<file path="config.mk">
export PLATFORM = sky130hd
export DESIGN_NAME = mips_lsu
export DESIGN_NICKNAME = d
export VERILOG_FILES = /design/src/rtl/mips_lsu.sv
export SDC_FILE = /design/constraint.sdc
export NUM_CORES = 1
export LEC_CHECK = 0
export BUFFER_PORTS_ARGS = -buffer_cell sky130_fd_sc_hd__buf_2
export CORE_MARGIN = 5
export CORE_UTILIZATION = 30
export CTS_CLUSTER_SIZE = 12
export DETAILED_ROUTE_END_ITERATION = 8
export PLACE_DENSITY = 0.62
export SLEW_MARGIN = 20
export SYNTH_ARGS = -nofsm -noshare
export SYNTH_HDL_FRONTEND = slang
export SYNTH_SLANG_ARGS = --single-unit
</file>
<file path="constraint.sdc">
create_clock -name clk -period 2.34 [get_ports clk]
set_input_delay 0.234 -clock clk [delete_from_list [all_inputs] [get_ports clk]]
set_output_delay 0.234 -clock clk [all_outputs]
set_load 0.02 [all_outputs]
</file>
<file path="src/rtl/mips_lsu.sv">
// mips_lsu: memory-access stage of the MIPS pipeline.
// Takes one decoded load/store and performs it as a single word access on a
// req/ack data-memory port. The stage steers store bytes onto the correct
// lanes, rejects misaligned or illegal sizes, formats load data and aborts
// the access with a bus error if memory never answers. The pipeline is held
// with lsu_stall until the one-cycle lsu_done pulse.
module mips_lsu #(
    parameter int TIMEOUT_CYCLES = 255
) (
    input  logic        clk,
    input  logic        rst_b,
    input  logic        lsu_valid,
    input  logic        lsu_is_store,
    input  logic [2:0]  lsu_bytes,
    input  logic        lsu_sign_ext,
    input  logic [31:0] lsu_addr,
    input  logic [31:0] lsu_wdata,
    output logic [31:0] lsu_rdata,
    output logic        lsu_done,
    output logic        lsu_stall,
    output logic        lsu_misaligned,
    output logic        lsu_buserr,
    output logic        mem_req,
    output logic [31:0] mem_addr,
    output logic [3:0]  mem_we,
    output logic [31:0] mem_wdata,
    input  logic        mem_ack,
    input  logic [31:0] mem_rdata
);

    // The counter only has to reach TIMEOUT_CYCLES-1: the cycle that would
    // take it to TIMEOUT_CYCLES is the one that aborts the access.
    localparam int CNT_W = (TIMEOUT_CYCLES < 3) ? 1 : $clog2(TIMEOUT_CYCLES);
    localparam logic [CNT_W-1:0] CNT_LAST = CNT_W'(TIMEOUT_CYCLES - 1);

    typedef enum logic [1:0] {
        ST_IDLE   = 2'd0,
        ST_ACCESS = 2'd1,
        ST_DONE   = 2'd2
    } state_t;

    // Size/alignment legality: byte anywhere, half on even, word on 4-byte.
    function automatic logic access_legal(input logic [2:0] bytes, input logic [1:0] a);
        logic ok;
        case (bytes)
            3'd1:    ok = 1'b1;
            3'd2:    ok = (a[0] == 1'b0);
            3'd4:    ok = (a == 2'b00);
            default: ok = 1'b0;
        endcase
        return ok;
    endfunction

    // Byte write enables for a store of the given size at lane offset a.
    function automatic logic [3:0] lane_we(input logic [2:0] bytes, input logic [1:0] a);
        logic [3:0] we;
        case (bytes)
            3'd1:    we = 4'b0001 << a;
            3'd2:    we = 4'b0011 << a;
            default: we = 4'b1111;
        endcase
        return we;
    endfunction

    // Store data replicated across all lanes so the enables pick the right copy.
    function automatic logic [31:0] lane_wdata(input logic [2:0] bytes, input logic [31:0] wd);
        logic [31:0] d;
        case (bytes)
            3'd1:    d = {4{wd[7:0]}};
            3'd2:    d = {2{wd[15:0]}};
            default: d = wd;
        endcase
        return d;
    endfunction

    // Little-endian extraction of the addressed byte/half plus sign or zero extension.
    function automatic logic [31:0] load_format(input logic [2:0] bytes, input logic sx,
                                                input logic [1:0] a, input logic [31:0] rd);
        logic [7:0]  b;
        logic [15:0] h;
        logic [31:0] r;
        case (a)
            2'd0:    b = rd[7:0];
            2'd1:    b = rd[15:8];
            2'd2:    b = rd[23:16];
            default: b = rd[31:24];
        endcase
        h = a[1] ? rd[31:16] : rd[15:0];
        case (bytes)
            3'd1:    r = {{24{sx & b[7]}}, b};
            3'd2:    r = {{16{sx & h[15]}}, h};
            default: r = rd;
        endcase
        return r;
    endfunction

    state_t           state_r, state_s;
    logic [CNT_W-1:0] cnt_r, cnt_s;
    logic             is_store_r, is_store_s;
    logic [2:0]       bytes_r, bytes_s;
    logic             sign_ext_r, sign_ext_s;
    logic [31:0]      addr_r, addr_s;
    logic [31:0]      wdata_r, wdata_s;
    logic             mem_req_r, mem_req_s;
    logic [31:0]      mem_addr_r, mem_addr_s;
    logic [3:0]       mem_we_r, mem_we_s;
    logic [31:0]      mem_wdata_r, mem_wdata_s;
    logic [31:0]      lsu_rdata_r, lsu_rdata_s;
    logic             lsu_done_r, lsu_done_s;
    logic             lsu_mis_r, lsu_mis_s;
    logic             lsu_berr_r, lsu_berr_s;

    // Next-state and next-output computation; every register holds by default
    // and the completion flags default low so they pulse for one cycle only.
    always_comb begin
        state_s     = state_r;
        cnt_s       = cnt_r;
        is_store_s  = is_store_r;
        bytes_s     = bytes_r;
        sign_ext_s  = sign_ext_r;
        addr_s      = addr_r;
        wdata_s     = wdata_r;
        mem_req_s   = mem_req_r;
        mem_addr_s  = mem_addr_r;
        mem_we_s    = mem_we_r;
        mem_wdata_s = mem_wdata_r;
        lsu_rdata_s = lsu_rdata_r;
        lsu_done_s  = 1'b0;
        lsu_mis_s   = 1'b0;
        lsu_berr_s  = 1'b0;

        case (state_r)
            ST_IDLE: begin
                if (lsu_valid) begin
                    is_store_s = lsu_is_store;
                    bytes_s    = lsu_bytes;
                    sign_ext_s = lsu_sign_ext;
                    addr_s     = lsu_addr;
                    wdata_s    = lsu_wdata;
                    if (access_legal(lsu_bytes, lsu_addr[1:0])) begin
                        state_s = ST_ACCESS;
                        cnt_s   = '0;
                    end else begin
                        // Illegal access never reaches memory.
                        state_s    = ST_DONE;
                        lsu_done_s = 1'b1;
                        lsu_mis_s  = 1'b1;
                    end
                end else begin
                    state_s = ST_IDLE;
                end
            end

            ST_ACCESS: begin
                if (!mem_req_r) begin
                    // First ACCESS cycle: launch the request from captured fields.
                    mem_req_s  = 1'b1;
                    mem_addr_s = {addr_r[31:2], 2'b00};
                    if (is_store_r) begin
                        mem_we_s    = lane_we(bytes_r, addr_r[1:0]);
                        mem_wdata_s = lane_wdata(bytes_r, wdata_r);
                    end else begin
                        mem_we_s    = 4'b0000;
                        mem_wdata_s = 32'h0000_0000;
                    end
                end else if (mem_ack) begin
                    // Ack is checked before the timeout so it wins a tie.
                    mem_req_s  = 1'b0;
                    mem_we_s   = 4'b0000;
                    state_s    = ST_DONE;
                    lsu_done_s = 1'b1;
                    if (!is_store_r) begin
                        lsu_rdata_s = load_format(bytes_r, sign_ext_r, addr_r[1:0], mem_rdata);
                    end else begin
                        lsu_rdata_s = lsu_rdata_r;
                    end
                end else if (cnt_r == CNT_LAST) begin
                    mem_req_s  = 1'b0;
                    mem_we_s   = 4'b0000;
                    state_s    = ST_DONE;
                    lsu_done_s = 1'b1;
                    lsu_berr_s = 1'b1;
                    cnt_s      = '0;
                end else begin
                    cnt_s = cnt_r + {{(CNT_W-1){1'b0}}, 1'b1};
                end
            end

            ST_DONE: begin
                state_s = ST_IDLE;
            end

            default: begin
                state_s   = ST_IDLE;
                mem_req_s = 1'b0;
                mem_we_s  = 4'b0000;
            end
        endcase
    end

    // State and output registers with synchronous active-low reset.
    always_ff @(posedge clk) begin
        if (!rst_b) begin
            state_r     <= ST_IDLE;
            cnt_r       <= '0;
            is_store_r  <= 1'b0;
            bytes_r     <= 3'd0;
            sign_ext_r  <= 1'b0;
            addr_r      <= 32'h0000_0000;
            wdata_r     <= 32'h0000_0000;
            mem_req_r   <= 1'b0;
            mem_addr_r  <= 32'h0000_0000;
            mem_we_r    <= 4'b0000;
            mem_wdata_r <= 32'h0000_0000;
            lsu_rdata_r <= 32'h0000_0000;
            lsu_done_r  <= 1'b0;
            lsu_mis_r   <= 1'b0;
            lsu_berr_r  <= 1'b0;
        end else begin
            state_r     <= state_s;
            cnt_r       <= cnt_s;
            is_store_r  <= is_store_s;
            bytes_r     <= bytes_s;
            sign_ext_r  <= sign_ext_s;
            addr_r      <= addr_s;
            wdata_r     <= wdata_s;
            mem_req_r   <= mem_req_s;
            mem_addr_r  <= mem_addr_s;
            mem_we_r    <= mem_we_s;
            mem_wdata_r <= mem_wdata_s;
            lsu_rdata_r <= lsu_rdata_s;
            lsu_done_r  <= lsu_done_s;
            lsu_mis_r   <= lsu_mis_s;
            lsu_berr_r  <= lsu_berr_s;
        end
    end

    assign mem_req        = mem_req_r;
    assign mem_addr       = mem_addr_r;
    assign mem_we         = mem_we_r;
    assign mem_wdata      = mem_wdata_r;
    assign lsu_rdata      = lsu_rdata_r;
    assign lsu_done       = lsu_done_r;
    assign lsu_misaligned = lsu_mis_r;
    assign lsu_buserr     = lsu_berr_r;
    assign lsu_stall      = lsu_valid & ~lsu_done_r;

endmodule

</file>
# Word level (Yosys, flattened, before mapping)
# Index checks and enable logic that the tools add are counted.
[classes]
add_sub_neg = 1
eq_ne = 16
shift = 2
n_mux = 40
n_bitwise = 10
n_reduce_logical = 13
[ops]
columns = ["operator", "n"]
rows = [
  ["$pmux W32 S2", 2],
  ["$mux W8", 9],
  ["$mux W32", 1],
  ["$pmux W8 S3", 1],
  ["$mux W16", 1],
  ["$mux W4", 4],
  ["$pmux W4 S2", 2],
  ["$pmux W8 S2", 1],
  ["$mux W1", 10],
  ["$mux W2", 5],
  ["$reduce_and A2 Y1", 5],
  ["$add A8 B1 Y8 const B", 1],
  ["$eq A8 B8 Y1 const B", 1],
  ["$ne A2 B2 Y1 const B", 4],
  ["$not A1 Y1", 7],
  ["$eq A3 B1 Y1 const B", 2],
  ["$eq A3 B2 Y1 const B", 2],
  ["$logic_not A2 Y1", 3],
  ["$reduce_and A5 Y1", 1],
  ["$eq A2 B1 Y1 const B", 2],
  ["$eq A2 B2 Y1 const B", 2],
  ["$ne A4 B4 Y1 const B", 1],
  ["$pmux W1 S2", 2],
  ["$pmux W2 S2", 1],
  ["other kinds (10)", 12],
]
[totals]
reg_bits = 181
inputBits = 105
output_inout_bits = 105

# Logic depth before layout (Yosys ltp)
# Gate-level depths: netlist of the first run.
[depth]
ltp_word = 8
depth_mapped = 8
ltp_nobuf = 7

# Worst setup path before layout of the first run
# OpenSTA, ideal clock, no wires.
[synth_timing]
path_type = "register to register"
from = "reg addr_r[1]"
to = "reg lsu_rdata_r[28], in the netlist lsu_rdata[28]"
setup_time_ps = 137
arrival_ps = 1560
t_required_ps = 2203
setup_slack_ps = 643
stages_incl_launch_ff = 8
cell_sequence = "dfxtp_1 buf_2 mux4_2 nand2_1 o21ai_1 nand2_1 buf_2 a31oi_1"
[synth_between]
elab_chain_len = 8
word_cells_on_any_way = 12
classes_between = "eq/ne: 2; mux: 7; bitwise: 2; reduce/logical: 1"
[synth_lines]
columns = ["item", "line", "source"]
rows = [
  ["start, declared", "102", "logic [31:0] addr_r, addr_s;"],
  ["start signal, assigned", "225", "addr_r <= addr_s;"],
  ["$eq A2 B2 Y1, or another cell as far along", "82", "case (a)"],
  ["$pmux W8 S3", "82", ""],
  ["$mux W8", "172", "if (!is_store_r) begin"],
  ["$mux W8", "166", "end else if (mem_ack) begin"],
  ["$mux W8", "155", "if (!mem_req_r) begin"],
  ["$mux W8", "132", "case (state_r)"],
  ["$and A1 B1 Y1", "90", "3'd1: r = {{24{sx & b[7]}}, b};"],
  ["$pmux W32 S2 *", "89", "case (bytes)"],
  ["end signal, assigned", "231", "lsu_rdata_r <= lsu_rdata_s;"],
  ["end, declared", "108", "logic [31:0] lsu_rdata_r, lsu_rdata_s;"],
]
# Every way passes the cells marked *; elsewhere a longest branch is shown, timed or not. The select of a mux whose other input is x is not followed.
# A chain may end at the register's enable or synchronous reset.

# Worst setup path after layout of the first run
[layout_timing]
from = "reg bytes_r[0]"
to = "reg lsu_rdata_r[6], in the netlist lsu_rdata[6]"
[layout_between]
elab_chain_len = 2
word_cells_on_any_way = 3
classes_between = "eq/ne: 2; mux: 1"
[layout_lines]
columns = ["item", "line", "source"]
rows = [
  ["start, declared", "100", "logic [2:0] bytes_r, bytes_s;"],
  ["start signal, assigned", "223", "bytes_r <= bytes_s;"],
  ["$eq A3 B2 Y1 / $eq A3 B1 Y1 (equally long branches)", "89", ""],
  ["$pmux W32 S2 *", "89", ""],
]
# Every way passes the cells marked *; elsewhere a longest branch is shown, timed or not.

==> results of run 1 <==
where the power goes:
group / total, mW / leakage, nW / internal [mW] / switching (mW)
clock: 2.84 / 0.285 / 1.43 / 1.41
combinational: 0.714 / 2.10 / 0.280 / 0.434
sequential: 3.24 / 1.47 / 3.17 / 0.0719
final cells by class:
type                    instances  area [sq um]  share of cell area (%)
clock buffers                  17           425                    4.62
clock inverters                15           155                    1.69
inverters                       3          13.8                   0.150
flip-flops and latches        181          3620                    39.4
multi-input cells             646          3330                    36.2
repair buffers                225          1250                    13.5
well taps                     324           405                    4.41
worst max-delay path: stages (launching register included):
cell and delay (ns):
dfxtp_1 0.51, nor3b_2 0.30, buf_4 0.26, nor2_4 0.06, buf_4 0.23, a222oi_1 0.38
a21oi_1 0.11
per-layer routing:
layer | track usage [%] | wire length, microns | vias to the layer above
met2 | 25.2 | 10400 | 212
li1 | - | - | 3429
met5 | 0 | 0 | -
met1 | 21.4 | 10100 | 3218
met3 | 3.72 | 1480 | 16
met4 | 4.31 | 298 | 0
Yosys cell counts (all sizes together), types with 3 or more instances:
cell type | instances | share of area, %
nor3b | 5 | 0.81
mux2i | 11 | 1.5
a22o | 8 | 0.97
a222oi | 7 | 0.97
a21oi | 148 | 10
buf | 16 | 1.4
o21bai | 3 | 0.31
nor2 | 47 | 2.5
o21ai | 46 | 3.2
nand3 | 14 | 0.97
mux2 | 14 | 2.2
and3 | 3 | 0.26
a22oi | 7 | 0.72
a31oi | 20 | 1.7
nand2b | 3 | 0.29
o21a | 3 | 0.31
clkbuf | 57 | 2.9
or3 | 18 | 1.6
and2 | 4 | 0.34
a2bb2oi | 9 | 1.1
dfxtp | 181 | 50
inv | 3 | 0.16
nand2 | 253 | 13
state kept, by name (all words and copies together), names as in the netlist:
register / cells
addr_r: 32
bytes_r: 3
cnt_r: 8
is_store_r: 1
lsu_buserr: 1
lsu_done: 1
lsu_misaligned: 1
lsu_rdata: 32
mem_addr: 30
mem_req: 1
mem_wdata: 32
mem_we: 4
sign_ext_r: 1
state_r: 2
wdata_r: 32
cell families (layout without fill, tap and decap cells):
kind of cell / after synthesis / in the layout / share of synthesized area, %
simple gates: 358 / 358 / 21.0
other cells: 1 / 2 / 0.0517
compound gates: 258 / 258 / 20.3
fa+ha+maj: 2 / 2 / 0.345
flops: 181 / 181 / 49.9
buf+inv: 76 / 260 / 4.46
mux: 26 / 26 / 4.00
final timing paths:
| path | start | endpoint | slack [ns] | depth (start not counted) |
|---|---|---|---|---|
| max | bytes_r[0]$_SDFFE_PN0P_ | lsu_rdata[6]$_SDFFE_PN0P_ | 0.37 | 6 |
| min | lsu_addr[11] | addr_r[11]$_SDFFE_PN0P_ | 0.04 | 3 |
| max reg2reg | bytes_r[0]$_SDFFE_PN0P_ | lsu_rdata[6]$_SDFFE_PN0P_ | 0.37 | 6 |
| min reg2reg | mem_wdata[1]$_SDFFE_PN0P_ | mem_wdata[1]$_SDFFE_PN0P_ | 0.45 | 2 |
stage by stage:
step	std cells	area (sq um)	utilization, %
2_1_floorplan	903	7260	-
3_3_place_gp	1379	8620	35.8
3_5_place_dp	1379	8620	35.8
4_1_cts	1411	9200	38.2
5_1_grt	1411	9200	38.2
6_report	1411	9200	38.2
==> metrics.yaml, run 1 <==
power_and_ir_drop:
  p_leak_nw: 3.86
  ir_worst_vdd_mv: 0.369
  power_density_nw_per_um2: 739
  finalPower_mw: 6.80
layout:
  n_fill_cell: 2596
  syn2layout_area_growth_pct: 26.8
  diodes: 0
  finalNetCount: 1181
  final_cell_mix: "252 x nand2_1, 207 x buf_2, 181 x dfxtp_1"
  layout_commonest_cell: "nand2_1"
  drive_above_1_share_pct: 26.1
detailed_routing:
  wl_per_cell_microns: 15.8
  drtPass1Iterations: 5
  drc: 0
  ant_nets: 0
  wl_microns: 22300
  viasPerCell: 4.87
  num_vias: 6875
  drt_iter0_drc: 487
worst_setup_path:
  crit_required_ns: 2.65
  startpoint_type: "register"
  critPathMaxFanout: 31
  end_kind: "register"
  worst_ep_arrival_time_ns: 2.28
  path_class: "reg2reg"
synthesis:
  synth_flop_cell: "dfxtp_1"
  synth_area_sq_um: 7260
  yosys_register_bits: 181
  synth-seq-area-share_pct: 49.9
  syn_avg_cell_area_sq_um: 8.05
  yosys_warnings: 0
  synth-edff-count: 0
  async_reset_ff_share_pct: 0
  syn_inst: 902
  yosysUniqueCellTypes: 49
placed_design:
  pre_cts_ws_ns: 0.383
  port_buffers: 207
  gp_congestion: 0.821
  dp_hpwl_microns: 15500
clock_tree:
  cts-root-buf: "clkbuf_16"
  cts_resized: 0
  tritoncts: "yes"
  worstSkewPairLatency_ns: 0.43
  cts_inserted_buffers: 17
  cts_buffer_depth: 2
  post_cts_buffers: 0
  clk_pin_slew_ns: 0.08
  cts.htree.levels: 4
  clkSinkCount: 181
  ctsHoldBuffers: 0
sta:
  worst_slew_pin_slew_ns: 0.636
  finalSetupViolCount: 0
  timing.slew.headroom_pct: 57.3
  min_period_over_period_pct: 84.2
  fin_ws_ns: 0.370
  tns_ns: 0
  min_period_ns: 1.97
  hold_ws_ns: 0.0363
  rsz0062_at_grt: "false"
  finalHoldViolCount: 0
  fin_skew_ns: 0.0106
  max_freq_mhz: 508
  drv_slew: 0
die:
  rows: 57
  die-height_microns: 166
  io_pins: 210
  fp.dieArea_sq_um: 27400
  initial_utilization_pct: 30.1
  die_x_microns: 166
  core_sq_um: 24100
grt:
  grt_overflow_total: 0
  grt_max_degree: 73
  grt_pass1_wl_microns: 34300
  antenna_found_initial: 0
  grtUsageTotal_pct: 15.8
  first_global_vias: 6364
run_status:
  status: "finished, final reports clean"
flow_run:
  cap_violations: 0
min_path:
  hold_path_class: "in2reg"
No activity file was read; power rests on OpenSTA's default activity.
==> run 2: changes to the inputs <==
- PLACE_DENSITY: 0.62 -> 0.64
- clock period: 2.34 -> 1.7 ns (I/O delays scaled with it)
==> metrics.yaml, run 2 (synthesized netlist as in run 1, its figures left out) <==
run_status:
  status: "finished, final reports clean"
worst_setup_path:
  path_cells: "or3b_4 -> nand2b_2 -> buf_4 -> nor2_1 -> or3_1 -> a21oi_1"
  critPathSlowestCell: "or3b_4"
  critPathMaxStageDelay_ns: 0.41
  critPathMaxFanout: 5
  worst_ep_arrival_time_ns: 2.01
  crit_required_ns: 2.05
  end_kind: "register"
  startpoint_type: "register"
  path_class: "reg2reg"
detailed_routing:
  viasPerCell: 4.83
  num_vias: 7214
  drt_iter0_drc: 446
  wl_microns: 23300
  drc: 0
  wl_per_cell_microns: 15.6
  ant_nets: 0
  drtPass1Iterations: 5
min_path:
  hold_path_class: "in2reg"
power_and_ir_drop:
  power_density_nw_per_um2: 966
  finalPower_mw: 9.77
  ir_worst_vdd_mv: 0.647
  p_leak_nw: 4.26
die:
  rows: 57
  io_pins: 210
  die_x_microns: 166
  core_sq_um: 24100
  fp.dieArea_sq_um: 27400
  initial_utilization_pct: 30.1
  die-height_microns: 166
sta:
  min_period_ns: 1.67
  finalHoldViolCount: 0
  finalSetupViolCount: 0
  rsz0062_at_grt: "true"
  min_period_over_period_pct: 98.0
  tns_ns: 0
  fin_skew_ns: 0.0161
  fin_ws_ns: 0.0344
  worst_slew_pin_slew_ns: 0.682
  drv_slew: 0
  timing.slew.headroom_pct: 54.5
  max_freq_mhz: 600
layout:
  n_fill_cell: 2489
  final_util_pct: 41.9
  final_cell_mix: "252 x nand2_1, 207 x buf_2, 177 x dfxtp_1"
  layout_commonest_cell: "nand2_1"
  syn2layout_area_growth_pct: 39.3
  regArea_sq_um: 3630
  multi_input_area_sq_um: 3370
  finalNetCount: 1264
  drive_above_1_share_pct: 26.9
  post-route-cell-area_sq_um: 10100
clock_tree:
  cts.htree.levels: 4
  cts_inserted_buffers: 17
  cts-root-buf: "clkbuf_16"
  worstSkewPairLatency_ns: 0.42
  cts_buffer_depth: 2
  clk_pin_slew_ns: 0.07
  clkSinkCount: 181
  tritoncts: "yes"
grt:
  grtUsageTotal_pct: 16.6
  first_global_vias: 6830
  grt_max_degree: 136
  antenna_found_initial: 3
  grt_pass1_wl_microns: 35700
  grt_overflow_total: 0
placed_design:
  post_dp_cell_area_sq_um: 8810
  pre_cts_ws_ns: -0.0722
  port_buffers: 207
  dp_hpwl_microns: 15700
  gp_congestion: 0.821
flow_run:
  cap_violations: 0
==> run 2: changes by cell type in the layout (fill, tap and decap cells not counted), moves of 4 or more <==
| cell | before | now |
|---|---|---|
| buf_4 | 12 | 26 |
| dlygate4sd3_1 | 0 | 62 |
| buf_6 | 0 | 4 |
| inv_8 | 4 | 0 |
| dfxtp_1 | 181 | 177 |
==> run 2: area by class of cell <==
type / count / area share, %
Sequential cell: 181 / 35.9
Clock buffer: 18 / 4.34
Timing Repair Buffer: 308 / 20.5
Inverter: 3 / 0.136
Multi-Input combinational cell: 646 / 33.3
Antenna cell: 2 / 0.0495
Clock inverter: 12 / 1.70
Tap cell: 324 / 4.01
==> run 2: where the power goes <==
| part | internal (mW) | total, mW | switching (mW) |
|---|---|---|---|
| clock network | 2.37 | 4.13 | 1.76 |
| logic | 0.533 | 1.17 | 0.639 |
| registers | 4.37 | 4.46 | 0.0951 |
| total | 7.28 | 9.77 | 2.49 |
==> run 2: path summary, 6_finish.rpt <==
| path | from | to | slack [ns] | depth (start not counted) |
|---|---|---|---|---|
| min | lsu_wdata[9] | wdata_r[9]$_SDFFE_PN0P_ | 0.02 | 3 |
| min reg2reg | addr_r[27]$_SDFFE_PN0P_ | mem_addr[27]$_SDFFE_PN0P_ | 0.45 | 2 |
| max reg2reg | bytes_r[2]$_SDFFE_PN0P_ | mem_wdata[28]$_SDFFE_PN0P_ | 0.03 | 6 |
| max | bytes_r[2]$_SDFFE_PN0P_ | mem_wdata[28]$_SDFFE_PN0P_ | 0.03 | 6 |
==> run 2: per-stage QoR <==
stage / cells / hold WS [ns]
2_1_floorplan: 903 / 0.306
4_1_cts: 1490 / 0.0000831
3_3_place_gp: 1399 / 0.412
6_report: 1494 / 0.0155
5_1_grt: 1494 / 0.00281
3_5_place_dp: 1399 / 0.416
==> run 2: what timing repair did <==
item | 4_1_cts | 5_1_grt
hold endpoints to repair | 61 | 1
endpoints found under the setup margin | 33 | 44
gates resized for setup | 5 | 15
setup buffers | 0 | 1
hold buffers | 61 | 1
pin swaps | 0 | 15
==> run 2: metal layers <==
| metal | track usage, % | vias to the layer above | wire [microns] | part of all wire, % |
|---|---|---|---|---|
| li1 | - | 3595 | - | - |
| met1 | 21.4 | 3334 | 10200 | 44 |
| met2 | 26.5 | 234 | 10600 | 46 |
| met3 | 3.45 | 49 | 1420 | 6.1 |
| met4 | 7.87 | 2 | 991 | 4.3 |
| met5 | 0 | - | 13 | 0.056 |
==> run 2: worst max-delay path: cells and delay by family, from the launching register on <==
family          cells  cell delay, ns
compound gates      1            0.14
buf+inv             1            0.16
flops               1            0.36
simple gates        4            0.95
==> run 3: changes to the inputs <==
- SETUP_SLACK_MARGIN: default -> 0.4
- SKIP_CTS_REPAIR_TIMING: default -> 1
==> metrics.yaml, run 3 (synthesized netlist as in run 1, its figures left out) <==
run_status:
  status: "complete, but fails checks"
  violations: "hold timing"
detailed_routing:
  wl_per_cell_microns: 18.2
  ant_nets: 0
  drtPass1Iterations: 5
  num_vias: 7530
  drc: 0
  drt_iter0_drc: 486
  wl_microns: 27500
  viasPerCell: 4.98
worst_setup_path:
  reg2reg_slack_ns: 0.02
  crit_required_ns: 2.01
  crit_start: "bytes_r[0]$_SDFFE_PN0P_"
  worst_ep_arrival_time_ns: 2.00
  rr_startpoint: "bytes_r[0]$_SDFFE_PN0P_"
  critPathMaxFanout: 9
  path_class: "reg2reg"
  end_kind: "register"
  startpoint_type: "register"
sta:
  min_period_over_period_pct: 99.0
  finalSetupViolCount: 0
  drv_slew: 0
  fin_skew_ns: 0.0161
  finalHoldViolCount: 6
  min_period_ns: 1.68
  hold_ws_ns: -0.0231
  rsz0062_at_grt: "true"
  max_freq_mhz: 594
power_and_ir_drop:
  power_density_nw_per_um2: 913
  p_leak_nw: 4.61
  ir_worst_vdd_mv: 0.506
  finalPower_mw: 10.2
grt:
  grt_pass1_wl_microns: 35200
  grt_overflow_total: 0
  antenna_found_initial: 0
  first_global_vias: 6584
  grt_max_degree: 82
  grtUsageTotal_pct: 16.3
layout:
  syn2layout_area_growth_pct: 53.8
  diodes: 0
  drive_above_1_share_pct: 38.0
  final_cell_mix: "214 x nand2_1, 206 x buf_2, 171 x dfxtp_1"
  finalNetCount: 1283
  layout_commonest_cell: "nand2_1"
  n_fill_cell: 2378
  fin_cells: 1513
placed_design:
  place_inst: 1393
  port_buffers: 207
  gp_congestion: 0.782
  dp_hpwl_microns: 15900
die:
  io_pins: 210
  rows: 57
  initial_utilization_pct: 30.1
  die_x_microns: 166
  die-height_microns: 166
  fp.dieArea_sq_um: 27400
  core_sq_um: 24100
clock_tree:
  clkSinkCount: 181
  cts_buffer_depth: 2
  worstSkewPairLatency_ns: 0.44
  clk_pin_slew_ns: 0.08
  tritoncts: "yes"
  cts_inserted_buffers: 17
  cts-root-buf: "clkbuf_16"
  cts.htree.levels: 4
flow_run:
  cap_violations: 0
min_path:
  hold_start: "lsu_wdata[17]"
  hold_path_class: "in2reg"
run 3: cell types whose count changed in the layout (fill, tap and decap cells not counted), moves of 6 or more:
cell,change
a21oi_1,-30
a21oi_2,+29
buf_6,+13
clkbuf_16,+11
dfxtp_1,-6
dlygate4sd3_1,-12
nand2_1,-38
nand2_2,+8
nand2_4,+31
nor2_1,-9
o21ai_0,-9
run 3: worst paths after layout:
| path | end | cells past startpoint |
|---|---|---|
| max | mem_wdata[20]$_SDFFE_PN0P_ | 8 |
| min | wdata_r[17]$_SDFFE_PN0P_ | 3 |
| max reg2reg | mem_wdata[20]$_SDFFE_PN0P_ | 8 |
| min reg2reg | mem_wdata[1]$_SDFFE_PN0P_ | 2 |
run 3: power by group:
| part | switching [mW] | internal (mW) |
|---|---|---|
| clock network | 1.97 | 2.28 |
| logic | 0.791 | 0.685 |
| registers | 0.109 | 4.36 |
run 3: area by class of cell:
class / instances / area (sq um) / area share (%)
timing repair buffer: 323 / 2490 / 22.3
tap: 324 / 405 / 3.63
sequential: 181 / 3650 / 32.7
multi-input combinational: 650 / 3970 / 35.5
clock buffer: 17 / 425 / 3.81
clock inverter: 15 / 209 / 1.87
inverter: 3 / 16.3 / 0.146
run 3: critical path, cell delays in order, from the launching register on:
cell	delay [ns]
dfxtp_4	0.38
nor3b_4	0.30
buf_12	0.17
nor2_4	0.05
buf_8	0.16
buf_4	0.13
mux2i_1	0.14
a2bb2oi_1	0.17
nor2_1	0.05
run 3: layer usage:
metal / track usage [%] / wire length, microns / vias to the layer above
li1: - / - / 3659
met1: 21.7 / 11800 / 3532
met2: 25.9 / 13100 / 287
met3: 3.90 / 1870 / 52
met4: 5.77 / 746 / 0
met5: 0 / 0 / -
run 3: metrics by stage:
stage          worst slack, ns  instance area [sq um]  hold WS (ns)  util [%]  TNS [ns]
6_report                0.0178                  11200       -0.0231      46.3         0
5_1_grt                -0.0509                  11200       0.00113      46.3    -0.502
4_1_cts                -0.0753                   9450       -0.0536      39.2    -0.693
3_5_place_dp           -0.0415                   8810         0.415      36.6    -0.187
3_3_place_gp           -0.0171                   8810         0.412      36.6   -0.0171
2_1_floorplan           0.0979                   7360         0.298         -         0
